--- config.mk ---
export PLATFORM = sky130hd
export DESIGN_NAME = seg7_driver
export DESIGN_NICKNAME = d
export VERILOG_FILES = /design/src/rtl/seg7_driver_pkg.sv /design/src/rtl/seg7_driver_decode.sv /design/src/rtl/seg7_driver.sv
export SDC_FILE = /design/constraint.sdc
export NUM_CORES = 1
export LEC_CHECK = 0
export ABC_AREA = 1
export CORE_MARGIN = 2
export CORE_UTILIZATION = 55
export CTS_BUF_LIST = sky130_fd_sc_hd__clkbuf_8
export DETAILED_ROUTE_END_ITERATION = 8
export GPL_TIMING_DRIVEN = 0
export MAX_ROUTING_LAYER = met4
export PLACE_DENSITY = 0.79
export SYNTH_ARGS = -nofsm -noshare
export SYNTH_HDL_FRONTEND = slang
export SYNTH_SLANG_ARGS = --single-unit
--- constraint.sdc ---
create_clock -name clk -period 5.8 [get_ports clk]
set_input_delay 1.74 -clock clk [delete_from_list [all_inputs] [get_ports clk]]
set_output_delay 1.74 -clock clk [all_outputs]
set_load 0.01 [all_outputs]
--- src/rtl/seg7_driver_pkg.sv ---
// Shared constants and payload types for the 8-digit multiplexed 7-segment driver.
package seg7_driver_pkg;

  localparam int unsigned SCAN_MAX_DEF  = 32'd100000;
  localparam int unsigned BLANK_CYC_DEF = 32'd100;

  // Glyphs as {a,b,c,d,e,f,g,dp}, dp always clear here
  localparam logic [7:0] GLYPH_0 = 8'hFC;
  localparam logic [7:0] GLYPH_1 = 8'h60;
  localparam logic [7:0] GLYPH_2 = 8'hDA;
  localparam logic [7:0] GLYPH_3 = 8'hF2;
  localparam logic [7:0] GLYPH_4 = 8'h66;
  localparam logic [7:0] GLYPH_5 = 8'hB6;
  localparam logic [7:0] GLYPH_6 = 8'hBE;
  localparam logic [7:0] GLYPH_7 = 8'hE0;
  localparam logic [7:0] GLYPH_8 = 8'hFE;
  localparam logic [7:0] GLYPH_9 = 8'hF6;
  localparam logic [7:0] GLYPH_A = 8'hEE;
  localparam logic [7:0] GLYPH_B = 8'h3E;
  localparam logic [7:0] GLYPH_C = 8'h9C;
  localparam logic [7:0] GLYPH_D = 8'h7A;
  localparam logic [7:0] GLYPH_E = 8'h9E;
  localparam logic [7:0] GLYPH_F = 8'h8E;

  typedef struct packed {
    logic [7:0] blank;
    logic [7:0] dp;
  } ctrl_t;

  typedef struct packed {
    logic [31:0] data;
    ctrl_t       ctrl;
  } disp_t;

  localparam disp_t DISP_RESET = '{data: 32'h0, ctrl: '{blank: 8'hFF, dp: 8'h00}};

endpackage

--- src/rtl/seg7_driver_decode.sv ---
// Combinational hex nibble to 7-segment glyph decoder (dp bit left clear).
module seg7_decode
  import seg7_driver_pkg::*;
(
  input  logic [3:0] nibble,
  output logic [7:0] glyph_c
);

  always_comb begin
    glyph_c = GLYPH_0;
    case (nibble)
      4'h0: glyph_c = GLYPH_0;
      4'h1: glyph_c = GLYPH_1;
      4'h2: glyph_c = GLYPH_2;
      4'h3: glyph_c = GLYPH_3;
      4'h4: glyph_c = GLYPH_4;
      4'h5: glyph_c = GLYPH_5;
      4'h6: glyph_c = GLYPH_6;
      4'h7: glyph_c = GLYPH_7;
      4'h8: glyph_c = GLYPH_8;
      4'h9: glyph_c = GLYPH_9;
      4'hA: glyph_c = GLYPH_A;
      4'hB: glyph_c = GLYPH_B;
      4'hC: glyph_c = GLYPH_C;
      4'hD: glyph_c = GLYPH_D;
      4'hE: glyph_c = GLYPH_E;
      4'hF: glyph_c = GLYPH_F;
    endcase
  end

endmodule

--- src/rtl/seg7_driver.sv ---
// Scans 8 hex digits as two groups of four, with frame-synchronous shadow commit
// so a frame never shows a mix of old and new data.
module seg7_driver
  import seg7_driver_pkg::*;
#(
  parameter int unsigned SCAN_MAX  = SCAN_MAX_DEF,
  parameter int unsigned BLANK_CYC = BLANK_CYC_DEF
) (
  input  logic        clk,
  input  logic        rst,
  input  logic        data_we,
  input  logic [31:0] data_in,
  input  logic        ctrl_we,
  input  logic [15:0] ctrl_in,
  output logic [7:0]  seg_en,
  output logic [7:0]  seg_out0,
  output logic [7:0]  seg_out1,
  output logic        frame_tick
);

  localparam int unsigned CNT_W = (SCAN_MAX > 1) ? $clog2(SCAN_MAX) : 1;

  logic [CNT_W-1:0] cnt;
  logic [1:0]       idx;
  disp_t            pend, pend_nxt, disp;
  logic             frame_end_c;
  logic [2:0]       lo_d, hi_d;
  logic [3:0]       lo_nib, hi_nib;
  logic [7:0]       lo_glyph_c, hi_glyph_c;
  logic [7:0]       en_nxt, out0_nxt, out1_nxt;

  assign frame_end_c = (idx == 2'd3) && (cnt == CNT_W'(SCAN_MAX - 1));

  // Slot timer: cnt within slot, idx selects digit pair (idx, idx+4)
  always_ff @(posedge clk or posedge rst) begin
    if (rst) begin
      cnt <= '0;
      idx <= '0;
    end else if (cnt == CNT_W'(SCAN_MAX - 1)) begin
      cnt <= '0;
      idx <= idx + 2'd1;
    end else begin
      cnt <= cnt + CNT_W'(1);
    end
  end

  // A strobe in the frame-end cycle is folded in before the commit
  always_comb begin
    pend_nxt = pend;
    if (data_we) pend_nxt.data = data_in;
    if (ctrl_we) pend_nxt.ctrl = ctrl_t'(ctrl_in);
  end

  always_ff @(posedge clk or posedge rst) begin
    if (rst) begin
      pend <= DISP_RESET;
      disp <= DISP_RESET;
    end else begin
      pend <= pend_nxt;
      if (frame_end_c) disp <= pend_nxt;
    end
  end

  assign lo_d   = {1'b0, idx};
  assign hi_d   = {1'b1, idx};
  assign lo_nib = disp.data[{1'b0, idx, 2'b00} +: 4];
  assign hi_nib = disp.data[{1'b1, idx, 2'b00} +: 4];

  seg7_decode u_dec_lo (.nibble(lo_nib), .glyph_c(lo_glyph_c));
  seg7_decode u_dec_hi (.nibble(hi_nib), .glyph_c(hi_glyph_c));

  always_comb begin
    en_nxt   = '0;
    out0_nxt = '0;
    out1_nxt = '0;
    if (cnt >= CNT_W'(BLANK_CYC)) begin
      en_nxt[lo_d] = ~disp.ctrl.blank[lo_d];
      en_nxt[hi_d] = ~disp.ctrl.blank[hi_d];
    end
    if (!disp.ctrl.blank[lo_d]) out0_nxt = lo_glyph_c | {7'b0, disp.ctrl.dp[lo_d]};
    if (!disp.ctrl.blank[hi_d]) out1_nxt = hi_glyph_c | {7'b0, disp.ctrl.dp[hi_d]};
  end

  always_ff @(posedge clk or posedge rst) begin
    if (rst) begin
      seg_en     <= '0;
      seg_out0   <= '0;
      seg_out1   <= '0;
      frame_tick <= 1'b0;
    end else begin
      seg_en     <= en_nxt;
      seg_out0   <= out0_nxt;
      seg_out1   <= out1_nxt;
      frame_tick <= frame_end_c;
    end
  end

endmodule

==> summary.md, run 1 <==
- **result of the run** complete, no violations
- **netlist area before placement** 6460 µm²
- **highest-count cells in the layout ignoring fill and taps** nand2_1 (210), dfrtp_1 (124), clkdlybuf4s50_1 (74), nor2_1 (56), nand4_1 (52)
- **worst slew slack as a fraction of its limit** 0.3032
- **half-perimeter wire length after detailed placement** 10.37 mm
- **Hold Vio Cnt, Final** 0
- **Post-CTS Setup Inserts** 0
- **data required time at the worst endpoint** 4.06 ns
- **proportion of netlist area held by the largest area contributor** 0.4803
- **fraction of layout instances using a drive strength above 1** 0.1280
- **post-route non-filler standard cell count** 948
- **data arrival time of the worst path** 1.31 ns
- **slowest cell delay on critical path** 0.53 ns
- **die area** 12630 µm²
- **setup ws final** 2.748 ns
- **vias per std cell** 5.426
- **P&R area growth vs syn** 21.01%
- **placed instance area** 7412 µm²
- **most common cell after layout, fill and taps aside** nand2_1
- **First-pass DRT Iterations** 5
- **synth unique cells** 26
- **overall track demand over capacity in global routing** 0.2539
- **number of H-tree branching levels** 4
- **I/O pin cnt** 77
- **Hold Buf Count CTS** 0
- **Antenna diodes** 0
- **maximum fanout count along the critical path** 1
- **Clock Sink Count** 140
- **number of slew-limit violations in the final report** 0
- **power share of the combinational group** 0.057
- **initial core utilization** 0.5657
- **routed via count** 5144
- **Placement Setup Slack** 2.743 ns
- **Post-Route Hold Slack** 0.4652 ns
- **CP Buf/Inv Count** 1
- **total number of nets in the final design** 862
- **drt wl/cell** 15.34 µm
- **Yosys Warn Count** 0
- **number of logic stages on the critical path including buffering** 1
- **hold worst-path end** disp[9]$_DFFE_PP1P_
- **fraction of power spent switching nets** 0.2117
- **category of the worst setup path launch point** flip-flop
- **sequential element share of the synthesized area** 0.5454
- **Worst setup EP type** primary output
- **count of mapped cells out of synthesis** 698
- **routability cong.** 0.8841
- **via count of the first global-routing pass** 5194
- **remaining antenna violation count** 0
- **capture point of the worst reg-to-reg path** seg_out1[4]$_DFF_PP0_
- **antenna violations before repair** 0
- **clock share of power** 0.414
- **# rows** 39
- **final setup vio count** 0
- **number of cells on the worst hold path** 2
- **number of nets in the synthesized netlist** 768
- **wire length of the first global-routing pass** 24.56 mm
- **drt first-iter violations** 349
- **Final period util** 0.5262
- **placed cells** 916
- **CTS tree** built
- **post-synth top area cell** dfrtp_1
- **core outline area** 11420 µm²
- **Die Y-Extent** 112.4 µm
- **Max IR drop VDD** 208.5 µV
- **wire length after detailed routing** 14.54 mm
- **type of the most critical hold path** flip-flop to flip-flop
- **startpoint of the lowest-slack hold path** disp[9]$_DFFE_PP1P_
- **cells resized by post-CTS repair** 0
- **Internal Power** 1.523 mW
- **sequential share of power** 0.529
- **start of the worst register-to-register path** idx[0]$_DFFE_PP0N_
- **Design Area, Final** 7818 µm²
- **worst-case register-to-register setup slack** 3.45 ns
- **leakage power figure** 3.639 nW
- **final global-route overflow total** 0
- **post-layout min period** 3.052 ns
- **Least-Margin Pin Slew** 1.037 ns
- **clock-pin slew reported for the worst setup and hold paths after clock tree synthesis** 0.08 ns
- **critical-path cell with the highest stage delay** clkdlybuf4s50_1
- **horizontal die dimension** 112.4 µm
- **Avg Cell Area, Syn** 9.255 µm²
- **classification of the worst setup path** flip-flop to primary output
- **switching pwr** 0.4092 mW
- **number of buffer cells added on primary ports** 74
- **largest net degree at the start of global routing** 80
- **FF-to-FF path depth** 11
- **master cell of the clock root buffer** clkbuf_8
- **number of buffers created by CTS** 17
- **power density over the cells** 247.2 nW/µm²
- **setup repair after global routing missed its margin** false
- **Peak Freq** 327.7 MHz
- **synthesized flop and latch total** 140
- **kind of cell with the highest combined delay on the critical path** buffers and inverters
- **# Max-Cap Violations** 0
- **maximum buffer depth of the clock tree** 2
- **Area contributors post-synth** dfrtp_1 (48%), nand2_1 (12%), mux2_2 (7.0%), dfstp_2 (6.5%), nand4_1 (5.0%)
- **worst-skew pair later-pin latency** 0.45 ns
- **sequence of cells on the critical path** clkdlybuf4s50_1
- **final setup skew** 0.009288 ns
- **remaining design rule violation count** 0
-- cell usage after synthesis, drive strengths merged --
library cell  instances
a21oi                15
a31o                  1
a31oi                 1
and2                  1
buf                  17
clkbuf               18
dfrtp               124
dfstp                16
ha                   18
inv                  45
mux2                 48
nand2               210
nand3                42
nand4                52
nor2                 56
nor3                  9
o21ai                14
o22ai                 2
xnor2                 1
xor2                  8
-- worst max-delay path by stage --
stage                     startpoint                end  slack, ns
2_1_floorplan                    rst   cnt[0]$_DFF_PP0_       0.33
3_3_place_gp                     rst  pend[3]$_DFF_PP0_      -1.22
3_5_place_dp                     rst  pend[8]$_DFF_PP1_       2.74
4_1_cts        seg_out1[0]$_DFF_PP0_        seg_out1[0]       2.72
5_1_grt        seg_out0[3]$_DFF_PP0_        seg_out0[3]       2.68
6_report       seg_out1[0]$_DFF_PP0_        seg_out1[0]       2.75
-- metrics by stage --
| stage | TNS, ns | power, mW | util |
|---|---|---|---|
| 2_1_floorplan | 0 | 1.097 | - |
| 3_3_place_gp | -150.07 | 1.145 | 0.6463 |
| 3_5_place_dp | 0 | 1.153 | 0.6491 |
| 4_1_cts | 0 | 1.951 | 0.6846 |
| 5_1_grt | 0 | 2.005 | 0.6846 |
| 6_report | 0 | 1.932 | 0.6846 |
-- routing by layer --
layer / track usage / wire, µm / share of wire
met1: 0.3192 / 6235 / 0.43
met2: 0.3980 / 7016 / 0.48
met3: 0.07667 / 1000 / 0.069
met4: 0.08293 / 290 / 0.020
met5: - / 0 / 0
-- registers in the layout (all words and copies together) (netlist names) --
| name | cells |
|---|---|
| pend | 48 |
| seg_out0 | 8 |
| seg_out1 | 8 |
| idx | 2 |
| frame_tick | 1 |
| disp | 48 |
| cnt | 17 |
| seg_en | 8 |
-- power by group through the flow --
| stage | logic (mW) | clock network, mW | registers (mW) |
|---|---|---|---|
| 6_report | 0.111 | 0.800 | 1.02 |
| 5_1_grt | 0.122 | 0.858 | 1.02 |
| 4_1_cts | 0.113 | 0.815 | 1.02 |
| 3_5_place_dp | 0.112 | 0 | 1.04 |
| 3_3_place_gp | 0.106 | 0 | 1.04 |
| 2_1_floorplan | 0.0604 | 0 | 1.04 |
-- cell families after synthesis --
logic type      Yosys count  synth area share
xor+xnor                  9           0.01220
flops                   140            0.5454
compound gates           33           0.02673
mux                      48           0.08367
fa+ha+maj                18           0.03486
buf+inv                  80           0.05094
simple gates            370            0.2462
-- cell type report --
| class | count | area [µm²] |
|---|---|---|
| Buffer | 35 | 160.2 |
| Fill cell | 907 | 3601 |
| Clock buffer | 20 | 275.3 |
| Inverter | 45 | 173.9 |
| Tap cell | 143 | 178.9 |
| Multi-Input combinational cell | 478 | 2608 |
| Timing Repair Buffer | 75 | 768.2 |
| Sequential cell | 140 | 3523 |
| Clock inverter | 12 | 130.1 |
Note: power is estimated with default switching activity, not from simulation.
==> run 2, diff against run 1 <==
Settings changed: CORE_UTILIZATION 55 to 52, PLACE_DENSITY 0.79 to 0.78.
Clock period 5.8 ns to 2.7 ns, I/O delays scaled along.
==> run 2 against run 1 <==
Final cell count increased by 2.8%. Critical path depth increased by 10. Critical path type is now flip-flop to flip-flop. Clock power increased by 110%. Clock-buffer cell count decreased by 2. Design area increased by 0.58%. Global-route usage decreased by 0.76 points. Sequential share of layout area decreased by 0.26 points. Highest routed layer unchanged.
==> summary.md, run 2 (synthesis results as in run 1) <==
- **master cell of the clock root buffer** clkbuf_8
- **number of buffer cells added on primary ports** 74
- **data required time at the worst endpoint** 3.03 ns
- **Hold Vio Cnt, Final** 0
- **# Max-Cap Violations** 0
- **Final period util** 0.8432
- **final setup vio count** 0
- **remaining antenna violation count** 0
- **vias per std cell** 5.295
- **leading registers by flop count** disp: 48 flops, pend: 48 flops, cnt: 17 flops
- **P&R area growth vs syn** 21.71%
- **fraction of layout instances using a drive strength above 1** 0.1276
- **data arrival time of the worst path** 2.61 ns
- **final global-route overflow total** 0
- **Peak Freq** 439.3 MHz
- **number of buffers created by CTS** 17
- **clock-pin slew reported for the worst setup and hold paths after clock tree synthesis** 0.07 ns
- **overall track demand over capacity in global routing** 0.2464
- **type of the most critical hold path** flip-flop to flip-flop
- **Least-Margin Pin Slew** 1.055 ns
- **final setup TNS** 0 ns
- **classification of the worst setup path** flip-flop to flip-flop
- **drt first-iter violations** 414
- **drt wl/cell** 14.85 µm
- **result of the run** complete, no violations
- **leakage power figure** 3.643 nW
- **cells resized by post-CTS repair** 0
- **core outline area** 12060 µm²
- **die area** 13330 µm²
- **Worst setup EP type** flip-flop
- **power density over the cells** 521.3 nW/µm²
- **worst slew slack as a fraction of its limit** 0.2909
- **CTS tree** built
- **number of H-tree branching levels** 4
- **maximum buffer depth of the clock tree** 2
- **antenna violations before repair** 0
- **routability cong.** 0.9061
- **category of the worst setup path launch point** flip-flop
- **worst-skew pair later-pin latency** 0.45 ns
- **half-perimeter wire length after detailed placement** 10.65 mm
- **Post-Route Hold Slack** 0.4678 ns
- **Post-CTS Setup Inserts** 0
- **highest-count cells in the layout ignoring fill and taps** nand2_1 (210), dfrtp_1 (124), clkdlybuf4s50_1 (74), nor2_1 (56), nand4_1 (52)
- **number of slew-limit violations in the final report** 0
- **wire length after detailed routing** 14.48 mm
- **First-pass DRT Iterations** 5
- **# rows** 40
- **final setup skew** 0.01216 ns
- **I/O pin cnt** 77
- **remaining design rule violation count** 0
- **Hold Buf Count CTS** 0
- **setup repair after global routing missed its margin** false
- **routed via count** 5163
- **wire length of the first global-routing pass** 24.73 mm
- **via count of the first global-routing pass** 5154
- **Max IR drop VDD** 336.9 µV
- **Antenna diodes** 0
- **initial core utilization** 0.5356
- **horizontal die dimension** 115.5 µm
- **post-layout min period** 2.277 ns
- **Die Y-Extent** 115.5 µm
- **largest net degree at the start of global routing** 42
- **most common cell after layout, fill and taps aside** nand2_1
- **total number of nets in the final design** 864
- **Clock Sink Count** 140
- **maximum fanout count along the critical path** 10
-- run 2: cell types whose count changed in the layout (fill, tap and decap cells not counted), sizes merged --
cell      previous run  this run
clkbuf              38        36
inv                 49        50
clkinvlp             0         2
clkinv               5         4
buf                 18        20
-- run 2: where the power goes --
part | switching (mW) | internal [mW] | leakage [nW] | total [mW]
combinational | 0.111 | 0.135 | 1.84 | 0.247
sequential | 0.0169 | 2.18 | 1.59 | 2.19
clock | 0.749 | 0.909 | 0.220 | 1.66
total | 0.878 | 3.22 | 3.64 | 4.10
-- run 2: final timing paths --
| check | startpoint | endpoint | slack (ns) | depth (start not counted) |
|---|---|---|---|---|
| max | idx[0]$_DFFE_PP0N_ | seg_out0[2]$_DFF_PP0_ | 0.42 | 11 |
| min | disp[9]$_DFFE_PP1P_ | disp[9]$_DFFE_PP1P_ | 0.47 | 2 |
| max reg2reg | idx[0]$_DFFE_PP0N_ | seg_out0[2]$_DFF_PP0_ | 0.42 | 11 |
| min reg2reg | disp[9]$_DFFE_PP1P_ | disp[9]$_DFFE_PP1P_ | 0.47 | 2 |
| max in group asynchronous | rst | pend[10]$_DFF_PP1_ | 0.83 | 4 |
| min in group asynchronous | rst | disp[31]$_DFFE_PP0P_ | 0.91 | 2 |
-- run 2: cell type report --
type | instances | area [µm²]
repair buffers | 77 | 800.8
clock inverters | 14 | 140.1
multi-input cells | 478 | 2608
flip-flops and latches | 140 | 3523
inverters | 45 | 172.7
clock buffers | 18 | 247.7
fillers | 1008 | 4199
well taps | 168 | 210.2
plain buffers | 35 | 160.2
-- run 2: metal layers --
metal	vias to the layer above	track usage	share of wire
li1	2481	-	-
met1	2494	0.3264	0.45
met2	167	0.3727	0.48
met3	21	0.05649	0.063
met4	0	0.09317	0.014
met5	-	-	0
-- run 2: critical path, stage by stage (launching register included) --
cell and delay [ns]:
dfrtp_1 0.42, buf_2 0.21, inv_2 0.20, buf_2 0.27, nand2_1 0.07, nand3_1 0.07
nand2_1 0.17, inv_1 0.15, ha_1 0.19, nand3_1 0.14, a21oi_1 0.19, nor2_1 0.07
-- run 2: stage by stage --
step | cell area, µm² | instances | util | setup slack (ns) | power, mW
floorplan | 6464 | 698 | - | 0.1540 | 2.357
global placement | 7415 | 940 | 0.6147 | -0.9248 | 2.461
detailed placement | 7475 | 943 | 0.6197 | 0.2924 | 2.483
CTS | 7863 | 975 | 0.6519 | 0.4484 | 4.137
global route | 7863 | 975 | 0.6519 | 0.2348 | 4.265
finish | 7863 | 975 | 0.6519 | 0.4235 | 4.099
==> run 3, diff against run 2 <==
Clock period 2.7 ns to 1.86 ns, I/O delays scaled along.
==> run 3 against run 2 <==
Clock skew is 0.00063 ns lower. First-iteration DRC count is 14% higher. Sequential power is 45% higher. Sequential share of layout area is 1.8 points lower. Die area stayed put. Critical path type unchanged. Design area is 4.2% higher. Total power is 45% higher. Critical path depth is 1 lower. Hold slack hardly changed. Clock-buffer cell count stayed put.
==> summary.md, run 3 (synthesis results as in run 1) <==
- **number of slew-limit violations in the final report** 0
- **Antenna diodes** 0
- **leakage power figure** 3.960 nW
- **fraction of layout instances using a drive strength above 1** 0.2117
- **classification of the worst setup path** flip-flop to flip-flop
- **routability cong.** 0.9061
- **final setup vio count** 0
- **I/O pin cnt** 77
- **routed via count** 5330
- **half-perimeter wire length after detailed placement** 10.65 mm
- **core outline area** 12060 µm²
- **power density over the cells** 725.5 nW/µm²
- **number of filler instances in the final layout** 936
- **FF-to-FF path depth** 10
- **sequence of cells on the critical path** buf_6, clkinv_8, clkbuf_16, nand2_1, nand3_2, nand2_4, ha_1, nand3_1, o21ai_0, nor2_1
- **number of buffer cells added on primary ports** 74
- **Final period util** 0.9888
- **critical-path cell with the highest stage delay** dfrtp_1
- **leading registers by flop count** disp: 48 flops, pend: 48 flops, cnt: 17 flops
- **drt first-iter violations** 470
- **# rows** 40
- **number of H-tree branching levels** 4
- **antenna violations before repair** 0
- **die area** 13330 µm²
- **data required time at the worst endpoint** 2.18 ns
- **master cell of the clock root buffer** clkbuf_8
- **wire length of the first global-routing pass** 24.92 mm
- **type of the most critical hold path** flip-flop to flip-flop
- **Least-Margin Pin Slew** 0.9486 ns
- **post-layout min period** 1.839 ns
- **category of the worst setup path launch point** flip-flop
- **total number of nets in the final design** 879
- **maximum buffer depth of the clock tree** 2
- **drt wl/cell** 15.59 µm
- **placed instance area** 7475 µm²
- **remaining antenna violation count** 0
- **slowest cell delay on critical path** 0.38 ns
- **overall track demand over capacity in global routing** 0.2485
- **number of buffers created by CTS** 17
- **P&R area growth vs syn** 26.88%
- **highest-count cells in the layout ignoring fill and taps** nand2_1 (199), dfrtp_1 (123), nor2_1 (54), nand4_1 (52), clkdlybuf4s50_1 (49)
- **wire length after detailed routing** 15.44 mm
- **Max IR drop VDD** 494.0 µV
- **# Max-Cap Violations** 0
- **Post-Route Hold Slack** 0.4680 ns
- **maximum fanout count along the critical path** 8
- **Hold Vio Cnt, Final** 0
- **clock-pin slew reported for the worst setup and hold paths after clock tree synthesis** 0.07 ns
- **vias per std cell** 5.384
- **remaining design rule violation count** 0
- **Worst setup EP type** flip-flop
- **via count of the first global-routing pass** 5233
- **result of the run** complete, no violations
- **Clock Sink Count** 140
- **placed cells** 943
- **data arrival time of the worst path** 2.16 ns
- **Peak Freq** 543.7 MHz
- **Design Area, Final** 8197 µm²
- **setup repair after global routing missed its margin** true
- **initial core utilization** 0.5356
- **largest net degree at the start of global routing** 42
- **CTS tree** built
- **worst-skew pair later-pin latency** 0.44 ns
- **final setup skew** 0.01153 ns
- **post-route non-filler standard cell count** 990
- **First-pass DRT Iterations** 5
- **Die Y-Extent** 115.5 µm
- **final global-route overflow total** 0
- **most common cell after layout, fill and taps aside** nand2_1
- **worst slew slack as a fraction of its limit** 0.3663
- **horizontal die dimension** 115.5 µm
- **number of cells on the worst hold path** 2
[run 3: cell type report]
| type | instances | area, µm² | share of cell area |
|---|---|---|---|
| flip-flops and latches | 140 | 3525 | 0.4300 |
| well taps | 168 | 210.2 | 0.02564 |
| repair buffers | 92 | 899.6 | 0.1098 |
| inverters | 45 | 188.9 | 0.02305 |
| plain buffers | 34 | 210.2 | 0.02564 |
| clock buffers | 18 | 247.7 | 0.03022 |
| repair inverters | 1 | 8.758 | 0.001069 |
| clock inverters | 14 | 140.1 | 0.01710 |
| multi-input cells | 478 | 2766 | 0.3375 |
[run 3: worst max-delay path, delay by kind of cell (launching register included)]
kind                       cells  cell delay [ns]
and+or+nand+nor                5             0.49
buffers and inverters          3             0.44
adders and majority gates      1             0.18
AOI/OAI and AO/OA              1             0.23
DFF                            1             0.38
[run 3: repair_timing]
action                     in CTS  in global routing
pin swaps                       3                 11
gates cloned                    0                  2
hold buffers                    0                  0
hold endpoints to repair        0                  0
setup endpoints to repair      83                 69
gates resized for setup        51                 58
setup buffers                   2                 12
[run 3: final timing paths]
kind,startpoint,end,slack (ns)
max in group asynchronous,rst,pend[10]$_DFF_PP1_,0.23
min reg2reg,disp[9]$_DFFE_PP1P_,disp[9]$_DFFE_PP1P_,0.47
max,idx[0]$_DFFE_PP0N_,seg_out0[1]$_DFF_PP0_,0.02
min in group asynchronous,rst,disp[32]$_DFFE_PP0P_,0.67
min,disp[9]$_DFFE_PP1P_,disp[9]$_DFFE_PP1P_,0.47
max reg2reg,idx[0]$_DFFE_PP0N_,seg_out0[1]$_DFF_PP0_,0.02
[run 3: stage by stage]
stage	setup WS [ns]	utilization	TNS (ns)	power, mW
2_1_floorplan	-0.4340	-	-54.24	3.421
3_3_place_gp	-1.513	0.6147	-206.53	3.572
3_5_place_dp	-0.3578	0.6197	-14.88	3.605
4_1_cts	0.004327	0.6553	0	6.006
5_1_grt	-0.09701	0.6796	-0.5212	6.192
6_report	0.02081	0.6796	0	5.947
[run 3: per-layer routing]
metal | part of all wire | GRT usage | up-vias
met2 | 0.49 | 0.3809 | 210
met5 | 0 | - | -
met1 | 0.42 | 0.3187 | 2567
met4 | 0.018 | 0.09799 | 0
li1 | - | - | 2520
met3 | 0.072 | 0.06328 | 33
[run 3: report_power, final]
part           switching (mW)  total (mW)  internal (mW)
combinational           0.163       0.359          0.196
sequential             0.0250        3.18           3.16
clock                    1.08        2.40           1.32
